--- src/rtl/csa_serial_ctrl.sv ---
// Serial WIDTH-bit adder controller: streams 4-bit nibbles LSB-first through one
// carry-skip adder slice, registering the inter-nibble carry and counting skip hits.
module csa_serial_ctrl #(
  parameter int WIDTH = 16,
  parameter int CNTW  = $clog2(WIDTH/4+1)
) (
  input  logic             clk,
  input  logic             rst_n,
  input  logic             start_valid,
  output logic             start_ready,
  input  logic [WIDTH-1:0] a_in,
  input  logic [WIDTH-1:0] b_in,
  input  logic             cin_in,
  output logic             res_valid,
  input  logic             res_ready,
  output logic [WIDTH-1:0] sum_out,
  output logic             cout_out,
  output logic [CNTW-1:0]  skip_cnt,
  output logic             busy
);

  localparam int NIB  = WIDTH / 4;
  localparam int IDXW = (NIB > 1) ? $clog2(NIB) : 1;

  typedef enum logic [1:0] {
    IDLE = 2'd0,
    RUN  = 2'd1,
    DONE = 2'd2
  } state_t;

  state_t state;
  state_t next_state;

  logic [WIDTH-1:0] a_reg;
  logic [WIDTH-1:0] b_reg;
  logic             carry;
  logic [IDXW-1:0]  idx;

  logic [3:0] a_nib;
  logic [3:0] b_nib;
  logic [4:0] ripple;
  logic       slice_skip;
  logic       slice_cout;
  logic       last_nib;

  // Carry-skip slice: when every bit propagates, carry-out is simply carry-in
  always_comb begin
    a_nib      = a_reg[4*idx +: 4];
    b_nib      = b_reg[4*idx +: 4];
    ripple     = {1'b0, a_nib} + {1'b0, b_nib} + {4'b0000, carry};
    slice_skip = &(a_nib ^ b_nib);
    slice_cout = slice_skip ? carry : ripple[4];
    last_nib   = (idx == IDXW'(NIB-1));
  end

  always_ff @(posedge clk) begin
    if (!rst_n) begin
      state <= IDLE;
    end else begin
      state <= next_state;
    end
  end

  always_comb begin
    next_state  = state;
    start_ready = 1'b0;
    res_valid   = 1'b0;
    busy        = 1'b0;
    case (state)
      IDLE: begin
        start_ready = 1'b1;
        if (start_valid) next_state = RUN;
      end
      RUN: begin
        busy = 1'b1;
        if (last_nib) next_state = DONE;
      end
      DONE: begin
        busy      = 1'b1;
        res_valid = 1'b1;
        if (res_ready) next_state = IDLE;
      end
      default: next_state = IDLE;
    endcase
  end

  // Results persist through IDLE and are only cleared by the next accept
  always_ff @(posedge clk) begin
    if (!rst_n) begin
      a_reg    <= '0;
      b_reg    <= '0;
      carry    <= 1'b0;
      idx      <= '0;
      sum_out  <= '0;
      cout_out <= 1'b0;
      skip_cnt <= '0;
    end else begin
      case (state)
        IDLE: begin
          if (start_valid) begin
            a_reg    <= a_in;
            b_reg    <= b_in;
            carry    <= cin_in;
            sum_out  <= '0;
            skip_cnt <= '0;
            idx      <= '0;
          end
        end
        RUN: begin
          sum_out[4*idx +: 4] <= ripple[3:0];
          carry               <= slice_cout;
          skip_cnt            <= skip_cnt + CNTW'(slice_skip);
          if (last_nib) begin
            cout_out <= slice_cout;
          end else begin
            idx <= idx + IDXW'(1);
          end
        end
        default: ;
      endcase
    end
  end

endmodule

--- config.mk ---
export PLATFORM = sky130hd
export DESIGN_NAME = csa_serial_ctrl
export DESIGN_NICKNAME = d
export VERILOG_FILES = /design/src/rtl/csa_serial_ctrl.sv
export SDC_FILE = /design/constraint.sdc
export NUM_CORES = 1
export LEC_CHECK = 0
export ABC_AREA = 1
export CAP_MARGIN = 20
export CORE_ASPECT_RATIO = 0.75
export CORE_MARGIN = 5
export CORE_UTILIZATION = 54
export DETAILED_ROUTE_END_ITERATION = 6
export PLACE_DENSITY = 0.94
export SYNTH_ARGS = -nofsm -noshare
export SYNTH_HDL_FRONTEND = slang
export SYNTH_SLANG_ARGS = --single-unit
--- constraint.sdc ---
create_clock -name clk -period 3.81 [get_ports clk]
set_input_delay 0.9525 -clock clk [delete_from_list [all_inputs] [get_ports clk]]
set_output_delay 0.9525 -clock clk [all_outputs]
set_load 0.05 [all_outputs]
# Word-level counts from Yosys, hierarchy flattened

Index checks and enable logic that the tools add are counted.

Add/subtract/negate cells: 5
Bitwise gates (word level): 1
Mux-type cells: 18
Eq/ne operators: 7
Reduce and logical (&&, ||, !) cells: 9
Shift-type cells: 4

Operator list:

| kind                      | count |
|---|---|
| $neg A4 Y34               | 1 |
| $shift A4 B34 Y16 const A | 1 |
| $shiftx A4 B34 Y16        | 1 |
| $pmux W16 S2              | 1 |
| $shiftx A16 B5 Y4         | 2 |
| $bwmux W16                | 1 |
| $mux W16                  | 1 |
| $mux W2                   | 5 |
| $ne A2 B2 Y1 const B      | 4 |
| $pmux W2 S3               | 1 |
| $pmux W3 S2               | 1 |
| $reduce_and A2 Y1         | 3 |
| $reduce_and A3 Y1         | 2 |
| $add A4 B4 Y5             | 1 |
| $add A5 B1 Y5             | 1 |
| $mux W1                   | 5 |
| $eq A2 B2 Y1 const B      | 2 |
| $pmux W2 S2               | 1 |
| $reduce_and A4 Y1         | 1 |
| $xor A4 B4 Y4             | 1 |
| $add A3 B1 Y3             | 1 |
| $mux W3                   | 1 |
| $add A2 B1 Y2 const B     | 1 |
| $eq A2 B1 Y1 const B      | 1 |
| other kinds (4)           | 4 |

Bits of input ports: 37
Logic and storage cells: 52
Register bits: 57

# Logic depth before layout (Yosys ltp)

Gate-level depths: netlist of run 1.

Depth after elaboration: 6
Mapped depth: 14
Gate-level depth less buffers: 13

# Worst setup path before layout of run 1

No wires, ideal clock.

Kind: register to register
From: register idx[1]
To: register sum_out[14]
Required time: 3.744 ns
Cell stages (with the launch flop): 14
Clock period less this slack: 2.343 ns
Arrival: 2.278 ns
Path slack: 1.467 ns
Cell sequence: dfxtp_1 clkbuf_1 inv_1 o21ai_0 o22ai_1 fa_1 fa_1 nand2_1 inv_1 nor2_1 nand2_1 nor2_1 a22oi_1 nor2_1

Cells in the longest elaborated chain, start to end: 6

RTL lines:

| what                                 | RTL line | source |
|---|---|---|
| from (decl)                          | 37       | `logic [IDXW-1:0] idx;` |
| from (signal assigned)               | 116      | `idx <= idx + IDXW'(1);` |
| $shiftx A16 B5 Y4 (on tied branches) | 48, 49   |  |
| $add A4 B4 Y5                        | 50       | `ripple = {1'b0, a_nib} + {1'b0, b_nib} + {4'b0000, carry};` |
| $add A5 B1 Y5                        | 50       |  |
| $shiftx A4 B34 Y16                   | 110      | `sum_out[4*idx +: 4] <= ripple[3:0];` |
| $bwmux W16 *                         | 110      |  |
| $pmux W16 S2 *                       | 98       | `case (state)` |
| to (signal, indexed assignment)      | 110      |  |
| to (decl)                            | 16       | `output logic [WIDTH-1:0] sum_out,` |

Every way passes the cells marked *; elsewhere a longest branch is shown, timed or not.
A chain may end at the register's enable or synchronous reset.

# Worst setup path after layout of run 1

From: register state[0]
To: output port start_ready

Cells in the longest elaborated chain, start to end: 2

RTL lines:

| what                   | RTL line | source |
|---|---|---|
| from (decl)            | 31       | `state_t state;` |
| from (signal assigned) | 60       | `state <= next_state;` |
| $logic_not A2 Y1       | 69       | `case (state)` |
| $mux W1                | 69       |  |
| to (decl)              | 10       | `output logic start_ready,` |

No other way between the ends.

==> results of run 1 <==
==> routing by layer <==
metal / routed length, um / global-route usage (%) / vias to the layer above
met2: 3140 / 34.0 / 116
met3: 550 / 8.18 / 21
met1: 2770 / 25.1 / 1162
li1: - / - / 1300
met4: 182 / 9.77 / 0
met5: 0 / 0 / -
==> area by class of cell <==
class                           instances  area share [%]
Multi-Input combinational cell        267            39.1
Tap cell                               60            2.14
Inverter                               18            1.92
Clock inverter                          6            2.99
Sequential cell                        57            32.5
Clock buffer                           10            3.92
Timing Repair Buffer                   62            17.5
==> cells by family after synthesis <==
| logic type | after synthesis |
|---|---|
| DFF | 57 |
| adders and majority gates | 15 |
| AOI/OAI and AO/OA | 91 |
| buffers and inverters | 35 |
| and+or+nand+nor | 161 |
==> where the power goes <==
part	internal, W	total (W)	switching [W]
clock	0.000448	0.000679	0.000231
sequential	0.000714	0.000790	0.0000758
combinational	0.000426	0.00131	0.000879
==> worst max-delay path: stages (launching register included) <==
cell	delay [ns]
dfxtp_1	0.32
inv_1	0.11
ha_1	0.40
clkdlybuf4s50_1	0.88
==> path summary, 6_finish.rpt <==
kind / endpoint / slack (ns) / cells after the start
setup / recovery: start_ready / 0.81 / 3
setup reg to reg: sum_out[14]$_SDFFE_PN0P_ / 0.99 / 12
hold reg to reg: sum_out[11]$_SDFFE_PN0P_ / 0.47 / 2
hold / removal: sum_out[11]$_SDFFE_PN0P_ / 0.47 / 2
==> stage by stage <==
stage / setup WS, ns / hold WS [ns] / total power [W]
after floorplan: 1.47 / 0.449 / 0.00175
after global placement: 1.25 / 0.457 / 0.00199
after detailed placement: 1.13 / 0.457 / 0.00206
after CTS: 0.816 / 0.467 / 0.00277
after global routing: 0.763 / 0.498 / 0.00297
final: 0.809 / 0.467 / 0.00277
==> Yosys cell counts <==
master     n
ha_1      13
or2_2      1
nand3_1   15
o21ai_4    2
dfxtp_1   57
a21oi_1   20
nand2_1   36
clkinv_1   2
or2_1      2
nor2_1    99
nor2_4     1
nand2_2    1
o21ai_2    1
o21ai_1    3
o22ai_1    8
inv_2      1
nor3_1     1
nand2_4    1
clkbuf_1  12
buf_2      1
o211ai_2   1
o21ai_0   52
nand4_1    4
inv_1     15
fa_1       2
buf_4      4
a22oi_1    4
==> impl.org, run 1 <==
** Setup path
- Of all nets on the critical path, the largest fanout is 6.
- Launch point of the worst path :: state[0]$_SDFFE_PN0P_
- Worst Path Required :: 2.86 ns
- The worst setup path is launched from a register.
- The startpoint identified for the worst register-to-register timing path is idx[1]$_SDFFE_PN0P_.
- Worst setup path category :: register to output port
- Setup crit end kind :: output port
- STA puts the critical path data arrival time at 2.05 ns.

** Floorplanning
- Once the floorplan was initialized, standard cells occupied a little over half of the core.
- The floorplan has 22 rows.
- Area of the die :: 6440 um2
- 60 I/O pins were placed.
- Chip width :: 91.0 um
- The core region is 4840 um2.
- DIE HEIGHT :: 70.8 um

** Placed design
- Once detailed placement completed, the half-perimeter wirelength came to 4780 um.
- The number of placed instances, taps included, is 464.
- Placed inst area :: 3270 um2
- Weighted congestion reported at the end of routability-driven placement :: 0.903
- During placement, the flow inserted port buffers numbering around 60.

** CTS
- Clock H-tree levels :: 3
- For the worst-skew pair, the clock arrives at the later sink with an insertion delay of around 0.34 ns.
- Clk sink count :: 57
- In this run the deepest clock path goes through 2 buffers.
- Number of CTS-inserted buffers :: 9
- Post-CTS Setup Repair Bufs :: 0
- After clock tree synthesis, the clock-pin slew on the worst setup and hold paths is 0.06 ns.
- Hold bufs inserted after CTS :: 0
- Cell at the root of the clock tree :: clkbuf_8
- TritonCTS clock tree :: yes
- Post-CTS repair changed the size of 0 cells.

** Timing
- Clock Skew :: 0.00771 ns
- Worst slew margin relative to its limit :: around 60%
- The max-slew violation count is 0.
- Transition time at the pin with the least slew margin :: 0.605 ns
- Final setup violation count :: 0
- Unrepaired setup endpoints after global routing :: no
- Subtracting the final worst setup slack from the clock period gives roughly 3 ns.
- After layout, the worst path uses 78.8% of the clock period.
- Based on the critical path, the design can be clocked at up to 0.333 GHz.
- Setup total negative slack on the finished layout was measured at 0 ns.
- The number of hold violations in the final report is 0.

** Routing
- DRC violation count after routing :: 0
- The final layout contains routed wiring with a total length of 6640 um.
- Before antenna repair, the detailed router went through 6 iterations.
- For this block, the initial DRC count from the detailed router was 245.
- Post-route antenna net violation count :: 0
- Summing over every cut layer, the via total after detailed routing is ~2,600.
- Vias per cell :: 5.41
- Routed wirelength normalized by instance count :: about 14 um

** Finish
- Area added between synthesis and finish :: 32.0%
- In the final layout, flip-flops and latches occupy 1140 um2.
- After filler insertion, the fill cell instance count of the layout stands at 382.
- In the final design database the tool counted approximately 470 nets.
- Cells with a size suffix above 1 make up 6.67% of the layout.
- Antenna Diode Count :: 0
- Once layout is complete, the cells apart from fillers number 480.
- The library cells used most frequently in the layout, excluding fill and tap cells, are nor2_1 (99), clkdlybuf4s50_1 (59), dfxtp_1 (57).
- Multi-input logic area :: 1370 um2
- Final Util :: 72.5%
- Post-layout instance area :: approximately 3500 um2
- The library cell used most frequently in the layout, excluding fill and tap cells, is nor2_1.

** Pwr
- For this design the static power due to leakage is about 1.4 nW.
- Pwr Density :: between 700 and 800 nW/um2
- The worst-case IR drop observed on VDD is 0.000516 V.

** Synth
- When the netlist entered floorplanning its net count stood at 411.
- For this run, the register share of the synthesized area comes to 42.9%.
- After synthesis, the largest family of logic cells by area is simple AND/OR/NAND/NOR gates.
- Cells after synthesis :: 359
- Summing every instance area after synthesis gives 2660 um2.
- Summing the areas of all compound-gate instances in the mapped netlist gives 19.1% of the synthesized area.
- FF+latch count, synth :: 57
- After synthesis, the mean cell area works out to 7.41 um2.
- Dominant cell type by area after synthesis :: dfxtp_1
- The synthesized netlist devotes 24.8% of its cell area to simple gates.
- Mux contribution to synthesized area :: 0%
- Yosys attributes the largest share of cell area to dfxtp_1 (43%), nor2_1 (14%), o21ai_0 (9.8%).
- Unique cell type count in the Yosys netlist :: 27
- The synthesized netlist devotes 0% of its cell area to XOR and XNOR gates.
- Area share of fa/ha/maj cells after synthesis :: 7.62%
- For this run, the number of Yosys warnings is 0.
- After synthesis, the largest area contributor takes up between 40% and 50% of total cell area.

** Run status
- Run status :: finished clean

** Global route
- For this run the aggregate overflow at the end of global routing stands at 0.
- The initial antenna violation count is 0.
- Wire length of the first global-routing pass :: 11,100 um
- Via count of the first global-routing pass :: 2,489
- Entering global routing, the biggest net connects 40 pins.
- For this run, the total global-route usage over all layers was measured as 21.2%.

** Job
- Number of maximum-capacitance violations :: 0

** Worst hold path
- The path class of the tightest hold or removal check is register to register.
- Source of the worst hold timing path :: sum_out[11]$_SDFFE_PN0P_
Power figures use the tool's default switching activity.
==> run 2, diff against run 1 <==
- CORE_UTILIZATION: 54 -> 45
- PLACE_DENSITY: 0.94 -> 0.85
- clock period: 3.81 -> 2.6 ns (I/O delays scaled with it)
==> impl.org, run 2 (synthesized netlist as in run 1, its figures left out) <==
** Run status
- Run status :: finished clean

** Floorplanning
- Chip width :: 98.8 um
- Area of the die :: between 7000 and 8000 um2
- DIE HEIGHT :: between 70 and 80 um
- Once the floorplan was initialized, standard cells occupied a little under half of the core.
- Num rows :: 24
- Core box area :: 5770 um2
- Number of I/O pins :: 60

** Routing
- Via count :: 2,606
- Vias per cell :: 5.19
- The detailed router finished its first iteration with around 160 violations.
- Post-route antenna net violation count :: 0
- DRC violation count after routing :: 0
- After detailed routing, the total wire length is 6720 um.
- Number of detailed-routing iterations run before antenna repair :: 5
- Routed wirelength normalized by instance count :: around 13 um

** Pwr
- VDD sags by at most 0.000443 V.
- Summed over all cells, the static leakage comes to 1.45 nW.
- For this design the ratio of total power to cell area is about 1200 nW/um2.

** Finish
- The multi-input combinational cells in the finished layout cover a total of ~1400 um2.
- Summing all flip-flop and latch instances after layout gives 1140 um2.
- Compared with the post-synthesis result, the final layout area differs by 35.4%.
- Layout cell share with drive strength beyond 1 :: 8.73%
- Most used cells in the layout excluding fill and tap cells :: nor2_1 (97), clkdlybuf4s50_1 (58), dfxtp_1 (57)
- After filler insertion, the fill cell instance count of the layout stands at 525.
- The repair_antennas step left the layout with diodes totalling 0.
- Net count reported at finish :: 471
- Most common cell after layout, fill and taps aside :: nor2_1

** Global route
- The total overflow left after global routing is 0.
- Global-route total usage across every layer :: 18.3%
- The initial antenna violation count is 0.
- Wire length of the first global-routing pass :: 11,400 um
- Entering global routing, the biggest net connects 39 pins.
- Via count of the first global-routing pass :: 2,521

** CTS
- Clock H-tree levels :: 3
- Maximum root-to-sink buffer count :: 2
- Cell at the root of the clock tree :: clkbuf_8
- Number of CTS-inserted buffers :: 9
- Clock-pin slew was measured on the worst setup and hold paths at about 0.070 ns.
- Clock tree synthesis found a total of 57 sinks.
- At the later pin of the worst-skew pair, clock insertion delay measures 0.34 ns.
- TritonCTS built the clock tree.
- Post-CTS Setup Repair Bufs :: 0

** Setup path
- STA classifies the critical path startpoint as a register.
- Data arrival time at the worst-slack endpoint :: 1.82 ns
- Setup crit end kind :: output port
- Of all nets on the critical path, the largest fanout is 3.
- The worst setup path is of the register to output port kind.
- Worst Path Required :: roughly 2 ns

** Timing
- Worst hold-check slack :: between 0.4 and 0.5 ns
- Measured against its own limit, the worst slew margin works out to between 60% and 70%.
- Setup repair after global routing left no endpoint under its margin.
- The worst path uses 95.0% of the clock period.
- Counting I/O delays and the setup requirement, the final critical path takes 2.47 ns.
- Transition time at the pin with the least slew margin :: between 0.5 and 0.6 ns
- Clock skew on the completed layout was measured at 0.00638 ns.
- Setup violations remaining at the end of the flow were counted as 0.
- The max-slew violation count came to 0.
- In the final timing run, aggregate negative setup slack is 0 ns.
- Number of hold violations in the final report :: 0
- For this run, the top clock speed supported by timing is 0.405 GHz.

** Placed design
- The congestion estimate from routability-driven global placement came to 0.962.
- Port Buf Inserts :: 59
- Final HPWL from detailed placement :: 4970 um

** Job
- Across the run, the number of max-cap violations was 0.

** Worst hold path
- In this run the worst hold path is classified as register to register.
==> run 2: cell types whose count changed in the layout (fill, tap and decap cells not counted), sizes merged <==
| cell | delta |
|---|---|
| buf | +5 |
| clkinv | -2 |
| bufinv | +1 |
| clkbuf | +1 |
| clkdlybuf4s50 | -1 |
==> run 2: path summary, 6_finish.rpt <==
kind,startpoint,endpoint,slack [ns],cells past startpoint
max,state[0]$_SDFFE_PN0P_,busy,0.13,3
min,sum_out[15]$_SDFFE_PN0P_,sum_out[15]$_SDFFE_PN0P_,0.46,2
max reg2reg,idx[0]$_SDFFE_PN0P_,sum_out[14]$_SDFFE_PN0P_,0.21,12
min reg2reg,sum_out[15]$_SDFFE_PN0P_,sum_out[15]$_SDFFE_PN0P_,0.46,2
==> run 2: metal layers <==
layer  up-vias  global-route usage, %  part of all wire (%)
met5         -                      0                     0
met1      1190                   22.3                    45
li1       1311                      -                     -
met2        85                   28.7                    45
met3        20                   6.40                   6.5
met4         0                   8.73                   2.7
==> run 2: report_power, final <==
part	total [W]	internal [W]	switching, W
clock network	0.00114	0.000784	0.000353
logic	0.00194	0.000667	0.00127
registers	0.00116	0.00105	0.000117
total	0.00424	0.00250	0.00174
==> run 2: what timing repair did <==
| item | in CTS | in global routing |
|---|---|---|
| hold buffers | 0 | 0 |
| setup endpoints to repair | 0 | 8 |
| resized for setup | 0 | 6 |
==> run 2: area by class of cell <==
class | count | area share (%)
clock buffer | 11 | 4.20
sequential | 57 | 31.7
timing repair buffer | 66 | 17.8
clock inverter | 5 | 3.47
multi-input combinational | 267 | 38.3
inverter | 18 | 1.88
tap | 78 | 2.71
==> run 2: stage by stage <==
step	area [um2]	worst slack (ns)	utilization (%)	std cells	power, W
floorplan	2660	0.257	-	359	0.00257
global placement	3320	0.307	57.6	486	0.00297
detailed placement	3320	0.130	57.6	486	0.00305
CTS	3590	0.00819	62.3	502	0.00421
global route	3600	0.00421	62.5	502	0.00454
finish	3600	0.131	62.5	502	0.00424
==> run 2: worst max-delay path: stages (launching register included) <==
cell and delay (ns):
dfxtp_1 0.34, inv_1 0.07, ha_1 0.28, clkdlybuf4s50_1 0.79
